[config.mk]
export PLATFORM = sky130hd
export DESIGN_NAME = sme_host
export DESIGN_NICKNAME = d
export VERILOG_FILES = /design/src/rtl/sme_host.sv
export SDC_FILE = /design/constraint.sdc
export NUM_CORES = 1
export LEC_CHECK = 0
export ABC_AREA = 1
export CORE_ASPECT_RATIO = 1.2
export CORE_MARGIN = 2
export CORE_UTILIZATION = 62
export DETAILED_ROUTE_END_ITERATION = 12
export GPL_TIMING_DRIVEN = 0
export PLACE_DENSITY = 0.91
export RECOVER_POWER = 50
export SLEW_MARGIN = 5
export SYNTH_ARGS = -nofsm -noshare
export SYNTH_HDL_FRONTEND = slang
export SYNTH_SLANG_ARGS = --single-unit
[constraint.sdc]
create_clock -name clk -period 2.5 [get_ports clk]
set_input_delay 0.5 -clock clk [delete_from_list [all_inputs] [get_ports clk]]
set_output_delay 0.5 -clock clk [all_outputs]
set_load 0.1 [all_outputs]
[src/rtl/sme_host.sv]
// Host-side serial loader for the string-matching engine: buffers a string and a pattern,
// streams them with isstring/ispattern framing, then latches the engine result.
// Optional WAIT watchdog is enabled by defining SME_HOST_TIMEOUT_EN.
module sme_host #(
    parameter int unsigned STR_DEPTH   = 32,
    parameter int unsigned PAT_DEPTH   = 8,
    parameter int unsigned TIMEOUT_CYC = 1024
) (
    input  logic       clk,
    input  logic       reset,
    input  logic       wr_en,
    input  logic       wr_sel,
    input  logic [7:0] wr_data,
    input  logic       start,
    output logic       busy,
    output logic       done,
    output logic       err,
    output logic       res_match,
    output logic [4:0] res_index,
    output logic       res_timeout,
    output logic [7:0] chardata,
    output logic       isstring,
    output logic       ispattern,
    input  logic       valid,
    input  logic       match,
    input  logic [4:0] match_index
);

    localparam int unsigned StrLenW = $clog2(STR_DEPTH + 1);
    localparam int unsigned PatLenW = $clog2(PAT_DEPTH + 1);
    localparam int unsigned StrAw   = $clog2(STR_DEPTH);
    localparam int unsigned PatAw   = $clog2(PAT_DEPTH);

    typedef enum logic [2:0] {
        StIdle, StSendStr, StSendPat, StGap, StWait, StDone
    } state_e;

    state_e             r_state, w_state_nxt;
    logic [7:0]         r_str_mem [STR_DEPTH];
    logic [7:0]         r_pat_mem [PAT_DEPTH];
    logic [StrLenW-1:0] r_str_len, w_str_len_nxt;
    logic [PatLenW-1:0] r_pat_len, w_pat_len_nxt;
    logic [StrLenW-1:0] r_idx, w_idx_nxt, w_idx_inc;
    logic [7:0]         r_chardata, w_chardata_nxt;
    logic               r_isstring, w_isstring_nxt;
    logic               r_ispattern, w_ispattern_nxt;
    logic               r_err, w_err_nxt;
    logic               r_done, w_done_nxt;
    logic               r_res_match;
    logic [4:0]         r_res_index;
    logic               w_str_wr, w_pat_wr, w_cap_valid, w_cap_tmo, w_tmo_hit;

    // Full buffers drop writes; the length doubles as the write pointer.
    assign w_str_wr  = (r_state == StIdle) && wr_en && !wr_sel &&
                       (r_str_len != StrLenW'(STR_DEPTH));
    assign w_pat_wr  = (r_state == StIdle) && wr_en && wr_sel &&
                       (r_pat_len != PatLenW'(PAT_DEPTH));
    assign w_idx_inc = r_idx + StrLenW'(1);

    always_comb begin
        w_state_nxt     = r_state;
        w_idx_nxt       = r_idx;
        w_str_len_nxt   = r_str_len;
        w_pat_len_nxt   = r_pat_len;
        w_chardata_nxt  = 8'h00;
        w_isstring_nxt  = 1'b0;
        w_ispattern_nxt = 1'b0;
        w_err_nxt       = 1'b0;
        w_done_nxt      = 1'b0;
        w_cap_valid     = 1'b0;
        w_cap_tmo       = 1'b0;
        unique case (r_state)
            StIdle: begin
                if (w_str_wr) w_str_len_nxt = r_str_len + StrLenW'(1);
                if (w_pat_wr) w_pat_len_nxt = r_pat_len + PatLenW'(1);
                if (start) begin
                    if (w_str_len_nxt == '0 || w_pat_len_nxt == '0) begin
                        w_err_nxt = 1'b1;
                    end else begin
                        w_state_nxt    = StSendStr;
                        w_idx_nxt      = '0;
                        w_isstring_nxt = 1'b1;
                        // Byte 0 may be written in this very cycle; bypass the RAM.
                        w_chardata_nxt = (w_str_wr && r_str_len == '0) ? wr_data
                                                                        : r_str_mem[0];
                    end
                end
            end
            StSendStr: begin
                if (r_idx == r_str_len - StrLenW'(1)) begin
                    w_state_nxt     = StSendPat;
                    w_idx_nxt       = '0;
                    w_ispattern_nxt = 1'b1;
                    w_chardata_nxt  = r_pat_mem[0];
                end else begin
                    w_idx_nxt      = w_idx_inc;
                    w_isstring_nxt = 1'b1;
                    w_chardata_nxt = r_str_mem[w_idx_inc[StrAw-1:0]];
                end
            end
            StSendPat: begin
                if (r_idx == StrLenW'(r_pat_len - PatLenW'(1))) begin
                    w_state_nxt = StGap;
                end else begin
                    w_idx_nxt       = w_idx_inc;
                    w_ispattern_nxt = 1'b1;
                    w_chardata_nxt  = r_pat_mem[w_idx_inc[PatAw-1:0]];
                end
            end
            StGap: w_state_nxt = StWait;
            StWait: begin
                if (valid) begin
                    w_state_nxt = StDone;
                    w_done_nxt  = 1'b1;
                    w_cap_valid = 1'b1;
                end else if (w_tmo_hit) begin
                    w_state_nxt = StDone;
                    w_done_nxt  = 1'b1;
                    w_cap_tmo   = 1'b1;
                end
            end
            StDone: begin
                w_state_nxt   = StIdle;
                w_idx_nxt     = '0;
                w_str_len_nxt = '0;
                w_pat_len_nxt = '0;
            end
            default: w_state_nxt = StIdle;
        endcase
    end

    always_ff @(posedge clk) begin
        if (reset) begin
            r_state     <= StIdle;
            r_idx       <= '0;
            r_str_len   <= '0;
            r_pat_len   <= '0;
            r_chardata  <= 8'h00;
            r_isstring  <= 1'b0;
            r_ispattern <= 1'b0;
            r_err       <= 1'b0;
            r_done      <= 1'b0;
            r_res_match <= 1'b0;
            r_res_index <= 5'd0;
        end else begin
            r_state     <= w_state_nxt;
            r_idx       <= w_idx_nxt;
            r_str_len   <= w_str_len_nxt;
            r_pat_len   <= w_pat_len_nxt;
            r_chardata  <= w_chardata_nxt;
            r_isstring  <= w_isstring_nxt;
            r_ispattern <= w_ispattern_nxt;
            r_err       <= w_err_nxt;
            r_done      <= w_done_nxt;
            if (w_cap_valid) begin
                r_res_match <= match;
                r_res_index <= match_index;
            end else if (w_cap_tmo) begin
                r_res_match <= 1'b0;
                r_res_index <= 5'd0;
            end
        end
    end

    // Buffer RAM carries no reset.
    always_ff @(posedge clk) begin
        if (!reset && w_str_wr) r_str_mem[r_str_len[StrAw-1:0]] <= wr_data;
        if (!reset && w_pat_wr) r_pat_mem[r_pat_len[PatAw-1:0]] <= wr_data;
    end

`ifdef SME_HOST_TIMEOUT_EN
    localparam int unsigned TmoW = $clog2(TIMEOUT_CYC + 1);

    logic [TmoW-1:0] r_tmo_cnt;
    logic            r_res_timeout;

    always_ff @(posedge clk) begin
        if (reset) begin
            r_tmo_cnt     <= '0;
            r_res_timeout <= 1'b0;
        end else begin
            r_tmo_cnt <= (r_state == StWait) ? r_tmo_cnt + TmoW'(1) : '0;
            if (w_cap_valid)    r_res_timeout <= 1'b0;
            else if (w_cap_tmo) r_res_timeout <= 1'b1;
        end
    end

    assign w_tmo_hit   = (r_tmo_cnt == TmoW'(TIMEOUT_CYC - 1));
    assign res_timeout = r_res_timeout;
`else
    assign w_tmo_hit   = 1'b0;
    assign res_timeout = 1'b0;
`endif

    assign busy      = (r_state != StIdle);
    assign done      = r_done;
    assign err       = r_err;
    assign res_match = r_res_match;
    assign res_index = r_res_index;
    assign chardata  = r_chardata;
    assign isstring  = r_isstring;
    assign ispattern = r_ispattern;

endmodule

Word level (Yosys, flattened, before mapping)
Memory sizes are Yosys's and may differ from the RTL's.
Index checks and enable logic that the tools add are counted.

cells by class
  reductions and logical operators = 21
  add/sub/neg operators = 5
  equal/unequal tests = 15
  mux-type cells = 39
  bitwise operators = 2

operators with widths
  cell                                                                count
  8-bit two-way mux                                                   5
  6-bit two-way mux                                                   6
  6-bit case mux with 4 select lines                                  1
  8-bit case mux with 3 select lines                                  1
  3-bit two-way mux                                                   5
  3-bit case mux with 5 select lines                                  1
  1-bit two-way mux                                                   13
  6-bit by 1-bit adder with 6-bit output, second input constant       2
  6-bit == test                                                       2
  6-bit logical NOT                                                   2
  2-bit != test, second input constant                                6
  6-bit case mux with 2 select lines                                  1
  1-bit logical AND                                                   8
  4-bit two-way mux                                                   2
  4-bit case mux with 2 select lines                                  1
  3-bit by 2-bit == test with 1-bit output, second input constant     2
  3-bit == test, second input constant                                2
  6-bit != test, second input constant                                1
  6-bit by 1-bit subtractor with 6-bit output, second input constant  1
  5-bit two-way mux                                                   1
  5-bit AND reduction                                                 1
  4-bit by 1-bit subtractor with 5-bit output, second input constant  1
  4-bit by 1-bit adder with 4-bit output, second input constant       1
  4-bit logical NOT                                                   1
  12 further kinds                                                    15

word-level totals
  output and inout bits = 20
  memories kept = 2
  RAM bits = 320
  bits in registers = 37
  input port bits = 20

memories
  memory     depth  bits a word  read ports  clocked after memory_dff  write ports  RTL line  RTL
  r_str_mem  32     8            2           0                         1            39        logic [7:0] r_str_mem [STR_DEPTH];
  r_pat_mem  8      8            2           0                         1            40        logic [7:0] r_pat_mem [PAT_DEPTH];

Logic depth before layout (Yosys ltp)
Gate-level depths: netlist of run 1.

  depth in word-level cells = 11
  gate-level depth with buffers = 17
  depth with buffers taken out = 16

Least setup slack after synthesis of run 1
No wires, ideal clock.

  kind = reg2reg
  start point = register r_str_len[0]
  end point = memory r_str_mem[0][0], enable pin
  path buffers = 0
  arrival = 1.891 ns
  setup slack = 0.226 ns
  clock period less this slack = 2.274 ns
  stages on the path, launching flop included = 8
  cell sequence = dfxtp_1 -> inv_1 -> ha_1 -> nand4_1 -> nand2_2 -> nor2_1 -> inv_1 -> nor3_1

between the ends
  longest elaborated chain between the ends = 5

RTL lines
  what                                     RTL line  RTL
  from (decl)                              41        logic [StrLenW-1:0] r_str_len, w_str_len_nxt;
  from (signal assigned)                   148       r_str_len <= w_str_len_nxt;
  6-bit != test                            55        (r_str_len != StrLenW'(STR_DEPTH));
  1-bit logical AND                        54        assign w_str_wr = (r_state == StIdle) && wr_en && !wr_sel &&
  1-bit logical AND                        167       if (!reset && w_str_wr) r_str_mem[r_str_len[StrAw-1:0]] <= wr_data;
  1-bit two-way mux                        167
  1-bit two-way mux (implied by the code)  167
  to (decl)                                39

Parallel ways exist; a longest one is shown, timed or not.

Final worst setup path of run 1
  start point = register r_idx[2]
  end point = register r_chardata[6] (netlist: chardata[6])

between the ends
  longest elaborated chain between the ends = 4
  elaborated cells on any way between the ends = 8
  classes of those cells = add/sub: 1; eq/ne: 2; mux: 3; memory: 2

RTL lines
  what                                                          RTL line  RTL
  from (decl)                                                   43        logic [StrLenW-1:0] r_idx, w_idx_nxt, w_idx_inc;
  from (signal assigned)                                        147       r_idx <= w_idx_nxt;
  6-bit by 1-bit adder with 6-bit output                        58        assign w_idx_inc = r_idx + StrLenW'(1);
  memory 32 x 8 bit / memory 8 x 8 bit (equally long branches)  --
  8-bit two-way mux (on tied branches)                          90, 102
  8-bit case mux with 3 select lines *                          72        unique case (r_state)
  to (signal assigned)                                          150       r_chardata <= w_chardata_nxt;
  to (decl)                                                     44        logic [7:0] r_chardata, w_chardata_nxt;

Every way passes the cells marked *; elsewhere a longest branch is shown, timed or not.
A chain may end at the register's enable or synchronous reset.

==> impl_summary.log, run 1 <==
INFO  metric detailedPlacementHpwl = about 26000 µm
INFO  metric antennaDiodeCount = 0
INFO  metric placed_cells = between 1500 and 2000
INFO  metric drive_gt1_share = ~15%
INFO  metric report.final.hold_viol_count = 0
INFO  metric met3_length = around 5800 µm
INFO  metric final_setup_tns = -553 ps
INFO  metric path_cells = buf_2 -> nand3_1 -> nand2_1 -> nand2_2 -> inv_1 -> buf_2 -> nand3_1 -> a21oi_1 -> or2_0 -> nor2_1 -> nor2_1 -> a21oi_4
INFO  metric r2r.worst_path.cells = 12
INFO  metric syn_area_per_cell = 11.0 µm²
INFO  metric post_synthesis_instance_total = ~1400
INFO  metric synth_simple_gate_area_share = 23.0%
INFO  metric rows = between 60 and 70
INFO  metric synth_enable_flop_cells = 320
INFO  metric cp_slowest_stage_delay = 310 ps
INFO  metric detail_route.wirelength = 45400 µm
INFO  metric setup_violations = 9
INFO  metric die-height = 176 µm
INFO  metric insertion_delay = 530 ps
INFO  metric async_flop_share = 0%
INFO  metric worst_ep_required_time = around 2900 ps
INFO  metric yosys.area_share.xor_xnor = under 10%
INFO  metric global_route_total_overflow = 0
INFO  metric worst_slew_margin_rel = -63.7%
INFO  metric initial_utilization = a little over three fifths
INFO  metric vias = between 10000 and 15000
INFO  metric grt_antenna_before_repair = 0
INFO  metric regToRegStartpoint = r_idx[2]
INFO  metric synth_seq_cells = around 360
INFO  metric most_frequent_standard_cell_in_the_layout_excluding_fill_and_tap_cells = nand2_1
INFO  metric met2WireLength = between 20000 and 25000 µm
INFO  metric post_synth_instance_area = around 15000 µm²
INFO  metric nFillCells = 1418
INFO  metric r2r_end = chardata[6]
INFO  metric grt_setup_unrepaired = yes
INFO  metric setup.worst_path.end_class = flip-flop
INFO  metric detail_route.drc_violations = 0
INFO  metric power.leakage = ~6.5 nW
INFO  metric mostFrequentLayoutCells = nand2_1, edfxtp_1, nand3_1
INFO  metric clkSinkCount = approximately 360
INFO  metric fin_worst_skew = 30.8 ps
INFO  metric hold_depth = 2
INFO  metric drt_first_iter_violations = 2498
INFO  metric timing.max_cap.violations = 6
INFO  metric postSynthNetCount = approximately 1400
INFO  metric max_clock_freq = about 0.37 GHz
INFO  metric boundaryPins = 40
INFO  metric synth_top_family_by_area = simple AND/OR/NAND/NOR gates
INFO  metric violations = capacitance limit, slew limit, setup timing
INFO  metric wire_length_of_the_first_global_routing_pass = 65500 µm
INFO  metric arrival = 3080 ps
INFO  metric cpMaxStageDelayCell = dfxtp_1
INFO  metric hold_path_class = flip-flop to flip-flop
INFO  metric hold_end = res_index[3]
INFO  metric worst_ir_drop_vdd = approximately 0.89 mV
INFO  metric ys.warnings.count = 0
INFO  metric timing.critical_path.fanout_max = 10
INFO  metric r2r_setup_slack = -210 ps
INFO  metric synth_top_flop_cell = edfxtp_1
INFO  metric compound_gate_portion_of_the_synthesized_area = under 10%
INFO  metric clk_root_buffer_cell = clkbuf_16
INFO  metric top_layer = met4
INFO  metric die_width = between 100 and 150 µm
INFO  metric seq_area_frac_synth = around 67%
INFO  metric coreArea = 24500 µm²
INFO  metric io_buffers = 38
INFO  metric areal_power_density_over_the_cells = between 1000 and 1500 nW/µm²
INFO  metric run_status = complete, but fails checks
INFO  metric detail_route.wl_per_cell = around 25 µm
INFO  metric post_layout_nonfiller_instances = approximately 1800
INFO  metric path_class = flip-flop to flip-flop
INFO  metric grt_max_degree = 42
INFO  metric grt_usage = approximately a third
INFO  metric cts_buffer_count = 34
INFO  metric max_slew.worst_pin.slew = 2460 ps
INFO  metric yosys.area_share.adder = less than 1%
INFO  metric grt_pass1_vias = approximately 12000
INFO  metric final.setup.worst_slack = -207 ps
INFO  metric worstHoldStart = res_index[3]
INFO  metric first_pass_iters = 7
INFO  metric fin_crit_sh = 108%
INFO  metric ctsLongestPathBuffers = 3
INFO  metric drt.antenna.violating_nets = 0
INFO  metric synth.mux.area_fraction = 0.586%
INFO  metric met1Wirelength = between 10000 and 15000 µm
INFO  metric p_total = 18.4 mW
INFO  metric cts_tree = done
INFO  metric slew_violations = ~250
INFO  metric synth_cell_types = 40
INFO  metric post-route-min-period = approximately 2700 ps
INFO  metric routability_congestion = around 0.95
INFO  metric cts.clk_slew.worst_paths = about 70 ps
INFO  metric drt-vias-per-instance = ~6.7
INFO  metric design.die.area = 26100 µm²
INFO  metric synthToLayoutAreaGrowth = 16.1%
INFO  metric design.final.nets = around 1500
INFO  metric cp-start-kind = flip-flop
INFO  metric cts-htree-levels = 2
[report_power, final]
group          leakage, nW  switching (mW)  internal [mW]
logic                 2.78            4.58           1.79
registers             3.18           0.124           6.66
clock network        0.545            2.22           3.04
[flip-flops by register name, summed over array words and instances (netlist names)]
name and cells:
r_str_len 6, res_match 1, r_state 3, isstring 1, err 1, r_idx 6, chardata 8, done 1
r_pat_len 4, ispattern 1, res_index 5, r_pat_mem 64, r_str_mem 256
[worst max-delay path: cells and delay by family, from the launching register on]
family          cells  cell delay, ps
compound gates      2             350
buf+inv             3             780
flops               1             310
simple gates        7            1120
[cell usage after synthesis, drive strengths merged, types with 8 or more instances]
cell type / number / area share, %
xnor2: 8 / 0.46
nor3: 11 / 0.46
clkbuf: 32 / 0.80
a21oi: 58 / 1.9
a32o: 16 / 1.0
mux2: 8 / 0.59
edfxtp: 320 / 63
o21ai: 20 / 0.65
nand4: 14 / 0.57
dfxtp: 37 / 4.8
or2: 8 / 0.33
ha: 8 / 0.65
nor2: 87 / 2.5
inv: 41 / 1.0
xor2: 11 / 0.68
nor3b: 11 / 0.54
nand3: 253 / 8.5
nand2: 409 / 10
buf: 47 / 1.7
[cell type report]
| type | count | area [µm²] | share of cell area, % |
|---|---|---|---|
| Sequential cell | 357 | 10400 | 58.1 |
| Clock buffer | 45 | 966 | 5.41 |
| Clock inverter | 14 | 155 | 0.870 |
| Timing Repair Buffer | 43 | 442 | 2.48 |
| Tap cell | 325 | 407 | 2.28 |
| Multi-Input combinational cell | 927 | 4890 | 27.4 |
| Buffer | 77 | 453 | 2.54 |
| Inverter | 42 | 163 | 0.912 |
[cells by family after synthesis]
kind of cell,Yosys count
DFF,357
AOI/OAI and AO/OA,96
adders and majority gates,8
and+or+nand+nor,793
other,1
muxes,8
xor gates and xnor gates,19
buffers and inverters,121
[per-layer routing]
layer  track usage, %  vias to the layer above
met5                0                        -
met4             20.9                        0
met3             5.87                      348
met2             55.3                     1229
met1             41.9                     5557
li1                 -                     5074
[per-stage QoR]
step           util, %  hold WS (ps)  worst slack [ps]  instance area, µm²
2_1_floorplan        -           502               226               15400
3_3_place_gp      65.9           434              -706               16200
5_1_grt           72.8           469              -206               17800
4_1_cts           72.0           448             -55.8               17600
6_report          72.8           445              -207               17800
3_5_place_dp      65.9           442              -834               16200
[how the worst max path moves through the flow]
| stage | start | to | cells past startpoint |
|---|---|---|---|
| after floorplan | r_str_len[0] | r_str_mem[0][0] | 7 |
| after global placement | wr_en | r_str_mem[16][2] | 7 |
| after detailed placement | wr_en | r_str_mem[16][1] | 7 |
| after CTS | r_str_len[0] | r_str_mem[4][4] | 7 |
| after global routing | r_idx[2] | chardata[6] | 12 |
| final | r_idx[2] | chardata[6] | 12 |
[repair_timing]
action	in CTS	in global routing
pin swaps	1	5
hold buffers	0	0
setup endpoints to repair	312	322
gates cloned	0	2
setup buffers	1	2
resized for setup	122	58
No activity file was read; power rests on OpenSTA's default activity.
==> inputs of run 2 (changes only) <==
--- a/config.mk
+++ b/config.mk
@@ -6,11 +6,11 @@
 export NUM_CORES = 1
 export LEC_CHECK = 0
 export ABC_AREA = 1
-export CORE_ASPECT_RATIO = 1.2
 export CORE_MARGIN = 2
 export CORE_UTILIZATION = 62
 export DETAILED_ROUTE_END_ITERATION = 12
 export GPL_TIMING_DRIVEN = 0
+export HOLD_SLACK_MARGIN = 0.05
 export PLACE_DENSITY = 0.91
 export RECOVER_POWER = 50
 export SLEW_MARGIN = 5
==> impl_summary.log, run 2 (same netlist as run 1, synthesis figures left out) <==
INFO  metric run_status = complete, but fails checks (unchanged)
INFO  metric violations = capacitance limit, slew limit, setup timing (unchanged)
INFO  metric post-route-min-period = 2530 ps (was 2710 ps)
INFO  metric most_frequent_standard_cell_in_the_layout_excluding_fill_and_tap_cells = nand2_1 (unchanged)
INFO  metric first_pass_iters = 6 (was 7)
INFO  metric largest_register_ff_count = 256 (unchanged)
INFO  metric timing.critical_path.fanout_max = 10 (unchanged)
INFO  metric critPathTopFamily = simple AND/OR/NAND/NOR gates (unchanged)
INFO  metric power.leakage = 6.48 nW (was 6.51 nW)
INFO  metric io_buffers = 38 (unchanged)
INFO  metric fin_crit_sh = 101% (was 108%)
INFO  metric report.final.hold_viol_count = 0 (unchanged)
INFO  metric detail_route.wl_per_cell = 23.4 µm (was 24.8 µm)
INFO  metric hold_path_class = flip-flop to flip-flop (unchanged)
INFO  metric placed_cells = 1767 (was 1768)
INFO  metric insertion_delay = 520 ps (was 530 ps)
INFO  metric global_route_total_overflow = 0 (unchanged)
INFO  metric die_width = 161 µm (was 148 µm)
INFO  metric p_total = 18.7 mW (was 18.4 mW)
INFO  metric max_slew.worst_pin.slew = 2370 ps (was 2460 ps)
INFO  metric worst_slew_margin_rel = -57.9% (was -63.7%)
INFO  metric slew_violations = 252 (unchanged)
INFO  metric cp-start-kind = flip-flop (unchanged)
INFO  metric final.setup.worst_slack = -33.6 ps (was -207 ps)
INFO  metric timing.max_cap.violations = 6 (unchanged)
INFO  metric cts_tree = done (unchanged)
INFO  metric drive_gt1_share = 14.5% (was 14.9%)
INFO  metric coreArea = 24300 µm² (was 24500 µm²)
INFO  metric bufs_and_invs_on_worst_path = 1 (was 3)
INFO  metric drt-vias-per-instance = 6.53 (was 6.67)
INFO  metric wire_length_of_the_first_global_routing_pass = 63200 µm (was 65500 µm)
INFO  metric cp_slowest_stage_delay = 450 ps (was 310 ps)
INFO  metric grt_antenna_before_repair = 0 (unchanged)
INFO  metric cpMaxStageDelayCell = dfxtp_2 (was dfxtp_1)
INFO  metric detail_route.wirelength = 42800 µm (was 45400 µm)
INFO  metric mostFrequentLayoutCells = nand2_1, edfxtp_1, nand3_1 (unchanged)
INFO  metric path_cells = ha_4 -> xor2_4 -> clkbuf_4 -> nand3_1 -> nand3_1 -> a21oi_1 -> or2_1 -> nor2_1 -> nor2_1 -> a21oi_1 (was buf_2 -> nand3_1 -> nand2_1 -> nand2_2 -> inv_1 -> buf_2 -> nand3_1 -> a21oi_1 -> or2_0 -> nor2_1 -> nor2_1 -> a21oi_4)
INFO  metric detailedPlacementHpwl = 25800 µm (was 26400 µm)
INFO  metric arrival = 2930 ps (was 3080 ps)
INFO  metric path_class = flip-flop to flip-flop (unchanged)
INFO  metric routability_congestion = 0.949 (was 0.946)
INFO  metric fin_worst_skew = 21.1 ps (was 30.8 ps)
INFO  metric grt_setup_unrepaired = yes (unchanged)
INFO  metric rows = 57 (was 63)
INFO  metric ctsLongestPathBuffers = 3 (unchanged)
INFO  metric initial_utilization = 63.2% (was 62.7%)
INFO  metric die-height = 161 µm (was 176 µm)
INFO  metric design.final.nets = 1511 (was 1510)
INFO  metric grt_max_degree = 42 (unchanged)
INFO  metric cts_buffer_count = 35 (was 34)
INFO  metric cts-htree-levels = 2 (unchanged)
INFO  metric worst_ir_drop_vdd = 0.602 mV (was 0.892 mV)
INFO  metric post_layout_nonfiller_instances = 1832 (was 1830)
INFO  metric clk_root_buffer_cell = clkbuf_16 (unchanged)
INFO  metric synthToLayoutAreaGrowth = 16.6% (was 16.1%)
INFO  metric drt_first_iter_violations = 2189 (was 2498)
INFO  metric worst_ep_required_time = 2900 ps (was 2870 ps)
INFO  metric nFillCells = 1371 (was 1418)
INFO  metric areal_power_density_over_the_cells = 1050 nW/µm² (was 1030 nW/µm²)
INFO  metric post_cts_hold_buffer_count = 0 (unchanged)
INFO  metric max_clock_freq = 0.395 GHz (was 0.369 GHz)
INFO  metric setup.worst_path.end_class = flip-flop (unchanged)
INFO  metric boundaryPins = 40 (unchanged)
INFO  metric drt.antenna.violating_nets = 0 (unchanged)
INFO  metric clkSinkCount = 357 (unchanged)
INFO  metric grt_usage = 32.3% (was 33.7%)
INFO  metric detail_route.drc_violations = 0 (unchanged)
INFO  metric cts.clk_slew.worst_paths = 70 ps (about the same)
INFO  metric grt_pass1_vias = 11207 (was 11572)
INFO  metric design.die.area = 26100 µm² (about the same)
INFO  metric vias = 11958 (was 12208)
INFO  metric antennaDiodeCount = 0 (unchanged)
INFO  metric setup_violations = 1 (was 9)
[run 2: changes by cell type in the layout (fill, tap and decap cells not counted), moves of 3 or more]
cell and delta:
nand2_2 -3, a21oi_2 -3, clkinv_1 +5, bufinv_16 +4, clkdlybuf4s50_1 +7, dlymetal6s2s_1 -3, dlygate4sd2_1 -5, a21oi_1 +4
[run 2: power breakdown]
group          internal (mW)  total (mW)  switching, mW
clock                   3.45        5.66           2.22
sequential              6.66        6.77          0.110
combinational           1.80        6.30           4.50
total                   11.9        18.7           6.82
[run 2: layout make-up]
class	instances	area [µm²]	area share (%)
buffer	78	464	2.59
clock buffer	42	955	5.33
clock inverter	20	274	1.53
inverter	42	160	0.894
multi-input combinational	927	4880	27.3
sequential	357	10400	57.8
tap	324	405	2.26
timing repair buffer	42	414	2.31
[run 2: worst paths after layout]
kind | from | end | slack (ps) | depth (start not counted)
max | r_idx[1] | chardata[7] | -30 | 10
max reg2reg | r_idx[1] | chardata[7] | -30 | 10
min | res_index[2] | res_index[2] | 450 | 2
min reg2reg | res_index[2] | res_index[2] | 450 | 2
[run 2: stage by stage]
step	setup slack [ps]	hold WS, ps	cell area, µm²	utilization [%]	TNS [ps]
finish	-33.6	449	17900	73.7	-33.6
detailed placement	-702	441	16200	66.4	-158450
global placement	-684	434	16200	66.4	-180770
floorplan	226	502	15400	-	0
global route	-76.0	466	17900	73.7	-1630
CTS	-51.9	398	17700	72.8	-938
[run 2: worst min-delay path, stage by stage (launching register included)]
cell,delay [ps]
dfxtp_1,310
inv_1,50
a21oi_1,50
[run 2: timing repair]
item | CTS | global route
pin swaps | 1 | 8
setup buffers | 1 | 1
cloned | 0 | 2
gates resized for setup | 103 | 63
endpoints found under the setup margin | 307 | 301
[run 2: metal layers]
metal  track usage [%]  share of wire (%)  up-vias
met1              42.6                 33     5504
met4              17.9                7.0        0
met5                 0                  0        -
met2              52.0                 47     1143
met3              5.06                 13      232
li1                  -                  -     5079
==> inputs of run 3 (changes only) <==
--- a/config.mk
+++ b/config.mk
@@ -8,6 +8,7 @@
 export ABC_AREA = 1
 export CORE_MARGIN = 2
 export CORE_UTILIZATION = 62
+export CTS_BUF_LIST = sky130_fd_sc_hd__clkbuf_2 sky130_fd_sc_hd__clkbuf_4 sky130_fd_sc_hd__clkbuf_8
 export DETAILED_ROUTE_END_ITERATION = 12
 export GPL_TIMING_DRIVEN = 0
 export HOLD_SLACK_MARGIN = 0.05
==> impl_summary.log, run 3 (same netlist as run 1, synthesis figures left out) <==
INFO  metric path_class = flip-flop to flip-flop (unchanged)
INFO  metric setup.worst_path.end_class = flip-flop (unchanged)
INFO  metric critPathTopFamily = simple AND/OR/NAND/NOR gates (unchanged)
INFO  metric bufs_and_invs_on_worst_path = 3 (was 1)
INFO  metric fin_worst_skew = 21.0 ps (was 21.1 ps)
INFO  metric post_layout_nonfiller_instances = 1869 (was 1832)
INFO  metric p_total = 17.7 mW (was 18.7 mW)
INFO  metric coreArea = 24300 µm² (unchanged)
INFO  metric critical_path_depth = 13 (was 10)
INFO  metric clk_root_buffer_cell = clkbuf_8 (was clkbuf_16)
INFO  metric post-route-min-period = 2600 ps (was 2530 ps)
INFO  metric cts-htree-levels = 2 (unchanged)
INFO  metric r2r_end = isstring (was chardata[7])
INFO  metric ctsLongestPathBuffers = 3 (unchanged)
INFO  metric setup.worst_path.start = r_pat_len[1] (was r_idx[1])
INFO  metric worst_setup_path_end = isstring (was chardata[7])
INFO  metric grt_usage = 31.8% (was 32.3%)
INFO  metric worstHoldStart = res_index[2] (unchanged)
INFO  metric clkSinkCount = 357 (unchanged)
INFO  metric hold_path_class = flip-flop to flip-flop (unchanged)
INFO  metric cp-start-kind = flip-flop (unchanged)
INFO  metric die-height = 161 µm (unchanged)
INFO  metric global_route_total_overflow = 0 (unchanged)
INFO  metric report.final.hold_viol_count = 0 (unchanged)
INFO  metric timing.max_cap.violations = 6 (unchanged)
INFO  metric r2r_setup_slack = -100 ps (was -30 ps)
INFO  metric power.leakage = 6.48 nW (about the same)
INFO  metric placed_cells = 1767 (unchanged)
INFO  metric slew_violations = 252 (unchanged)
INFO  metric grt_max_degree = 42 (unchanged)
INFO  metric arrival = 3110 ps (was 2930 ps)
INFO  metric fin_crit_sh = 104% (was 101%)
INFO  metric die_width = 161 µm (unchanged)
INFO  metric io_buffers = 38 (unchanged)
INFO  metric vias = 11925 (was 11958)
INFO  metric cp_slowest_stage_delay = 380 ps (was 450 ps)
INFO  metric cp_common_cell = nor2_4
INFO  metric most_frequent_standard_cell_in_the_layout_excluding_fill_and_tap_cells = nand2_1 (unchanged)
INFO  metric worst_slew_margin_rel = -52.9% (was -57.9%)
INFO  metric final.setup.worst_slack = -100 ps (was -33.6 ps)
INFO  metric detail_route.wirelength = 41800 µm (was 42800 µm)
INFO  metric detail_route.drc_violations = 0 (unchanged)
INFO  metric insertion_delay = 590 ps (was 520 ps)
INFO  metric design.die.area = 26100 µm² (unchanged)
INFO  metric grt_setup_unrepaired = yes (unchanged)
INFO  metric drt_first_iter_violations = 1924 (was 2189)
INFO  metric grt_antenna_before_repair = 0 (unchanged)
INFO  metric max_slew.worst_pin.slew = 2290 ps (was 2370 ps)
INFO  metric synthToLayoutAreaGrowth = 15.2% (was 16.6%)
INFO  metric grt_pass1_vias = 11416 (was 11207)
INFO  metric violations = capacitance limit, slew limit, setup timing (unchanged)
INFO  metric max_clock_freq = 0.385 GHz (was 0.395 GHz)
INFO  metric wire_length_of_the_first_global_routing_pass = 63000 µm (was 63200 µm)
INFO  metric antennaDiodeCount = 0 (unchanged)
INFO  metric regToRegStartpoint = r_pat_len[1] (was r_idx[1])
INFO  metric initial_utilization = 63.2% (unchanged)
INFO  metric drt.antenna.violating_nets = 0 (unchanged)
INFO  metric drive_gt1_share = 16.4% (was 14.5%)
INFO  metric boundaryPins = 40 (unchanged)
INFO  metric routability_congestion = 0.949 (unchanged)
INFO  metric detailedPlacementHpwl = 25800 µm (unchanged)
INFO  metric hold_slack = 445 ps (was 449 ps)
INFO  metric largest_register_ff_count = 256 (unchanged)
INFO  metric areal_power_density_over_the_cells = 998 nW/µm² (was 1050 nW/µm²)
INFO  metric path_cells = inv_1 -> ha_1 -> nand3_1 -> nand2_4 -> nor2_4 -> o21ai_0 -> nor2_2 -> nand2_2 -> nand3_4 -> nor2_4 -> clkbuf_4 -> buf_4 -> o21a_1 (was ha_4 -> xor2_4 -> clkbuf_4 -> nand3_1 -> nand3_1 -> a21oi_1 -> or2_1 -> nor2_1 -> nor2_1 -> a21oi_1)
INFO  metric hold_depth = 2 (unchanged)
INFO  metric drt-vias-per-instance = 6.38 (was 6.53)
INFO  metric rows = 57 (unchanged)
INFO  metric worst_ir_drop_vdd = 0.633 mV (was 0.602 mV)
INFO  metric fin_util = 72.8% (was 73.7%)
INFO  metric mostFrequentLayoutCells = nand2_1, edfxtp_1, nand3_1 (unchanged)
INFO  metric cts_tree = done (unchanged)
INFO  metric setup_violations = 9 (was 1)
INFO  metric cts_buffer_count = 54 (was 35)
INFO  metric first_pass_iters = 6 (unchanged)
INFO  metric design.final.nets = 1531 (was 1511)
INFO  metric final_setup_tns = -520 ps (was -33.6 ps)
INFO  metric timing.critical_path.fanout_max = 8 (was 10)
INFO  metric cpMaxStageDelayCell = o21ai_0 (was dfxtp_2)
INFO  metric r2r.worst_path.cells = 13 (was 10)
INFO  metric detail_route.wl_per_cell = 22.4 µm (was 23.4 µm)
INFO  metric run_status = complete, but fails checks (unchanged)
INFO  metric cts.clk_slew.worst_paths = 60 ps (was 70 ps)
INFO  metric worst_ep_required_time = 3010 ps (was 2900 ps)
[run 3: how the worst min path moves through the flow]
stage / end / slack [ps]
3_5_place_dp: res_index[2] / 440
4_1_cts: r_str_mem[23][1] / 320
2_1_floorplan: r_state[2] / 500
3_3_place_gp: res_index[2] / 430
6_report: res_index[2] / 440
5_1_grt: res_index[2] / 470
[run 3: timing repair]
item,4_1_cts,5_1_grt
setup buffers,1,4
cloned,0,1
resized for setup,122,55
setup endpoints to repair,323,232
pin swaps,1,4
hold buffers,0,0
hold endpoints to repair,0,0
[run 3: area by class of cell]
type | count | area, µm²
flip-flops and latches | 357 | 10400
plain buffers | 77 | 450
clock inverters | 17 | 73.8
multi-input cells | 926 | 4860
well taps | 324 | 405
fillers | 1434 | 6620
repair buffers | 45 | 389
clock buffers | 81 | 1010
inverters | 42 | 160
[run 3: worst reg2reg max path, cell delays in order (launching register included)]
cell and delay [ps]:
dfxtp_1 330, inv_1 270, ha_1 220, nand3_1 130, nand2_4 140, nor2_4 60
o21ai_0 380, nor2_2 110, nand2_2 130, nand3_4 110, nor2_4 130, clkbuf_4 200
buf_4 130, o21a_1 180
[run 3: stage by stage]
stage	setup WS (ps)	area, µm²
6_report	-100	17700
5_1_grt	-110	17700
4_1_cts	-24.0	17600
3_5_place_dp	-702	16200
2_1_floorplan	226	15400
3_3_place_gp	-684	16200
[run 3: power by group]
part,switching [mW],internal [mW]
clock,2.25,2.57
sequential,0.101,6.66
combinational,4.36,1.72
total,6.72,10.9
[run 3: metal layers]
| layer | vias to the layer above | global-route usage, % | part of all wire, % |
|---|---|---|---|
| met5 | - | 0 | 0 |
| li1 | 5125 | - | - |
| met2 | 1014 | 50.6 | 47 |
| met3 | 218 | 6.14 | 12 |
| met1 | 5568 | 41.4 | 35 |
| met4 | 0 | 18.0 | 6.2 |
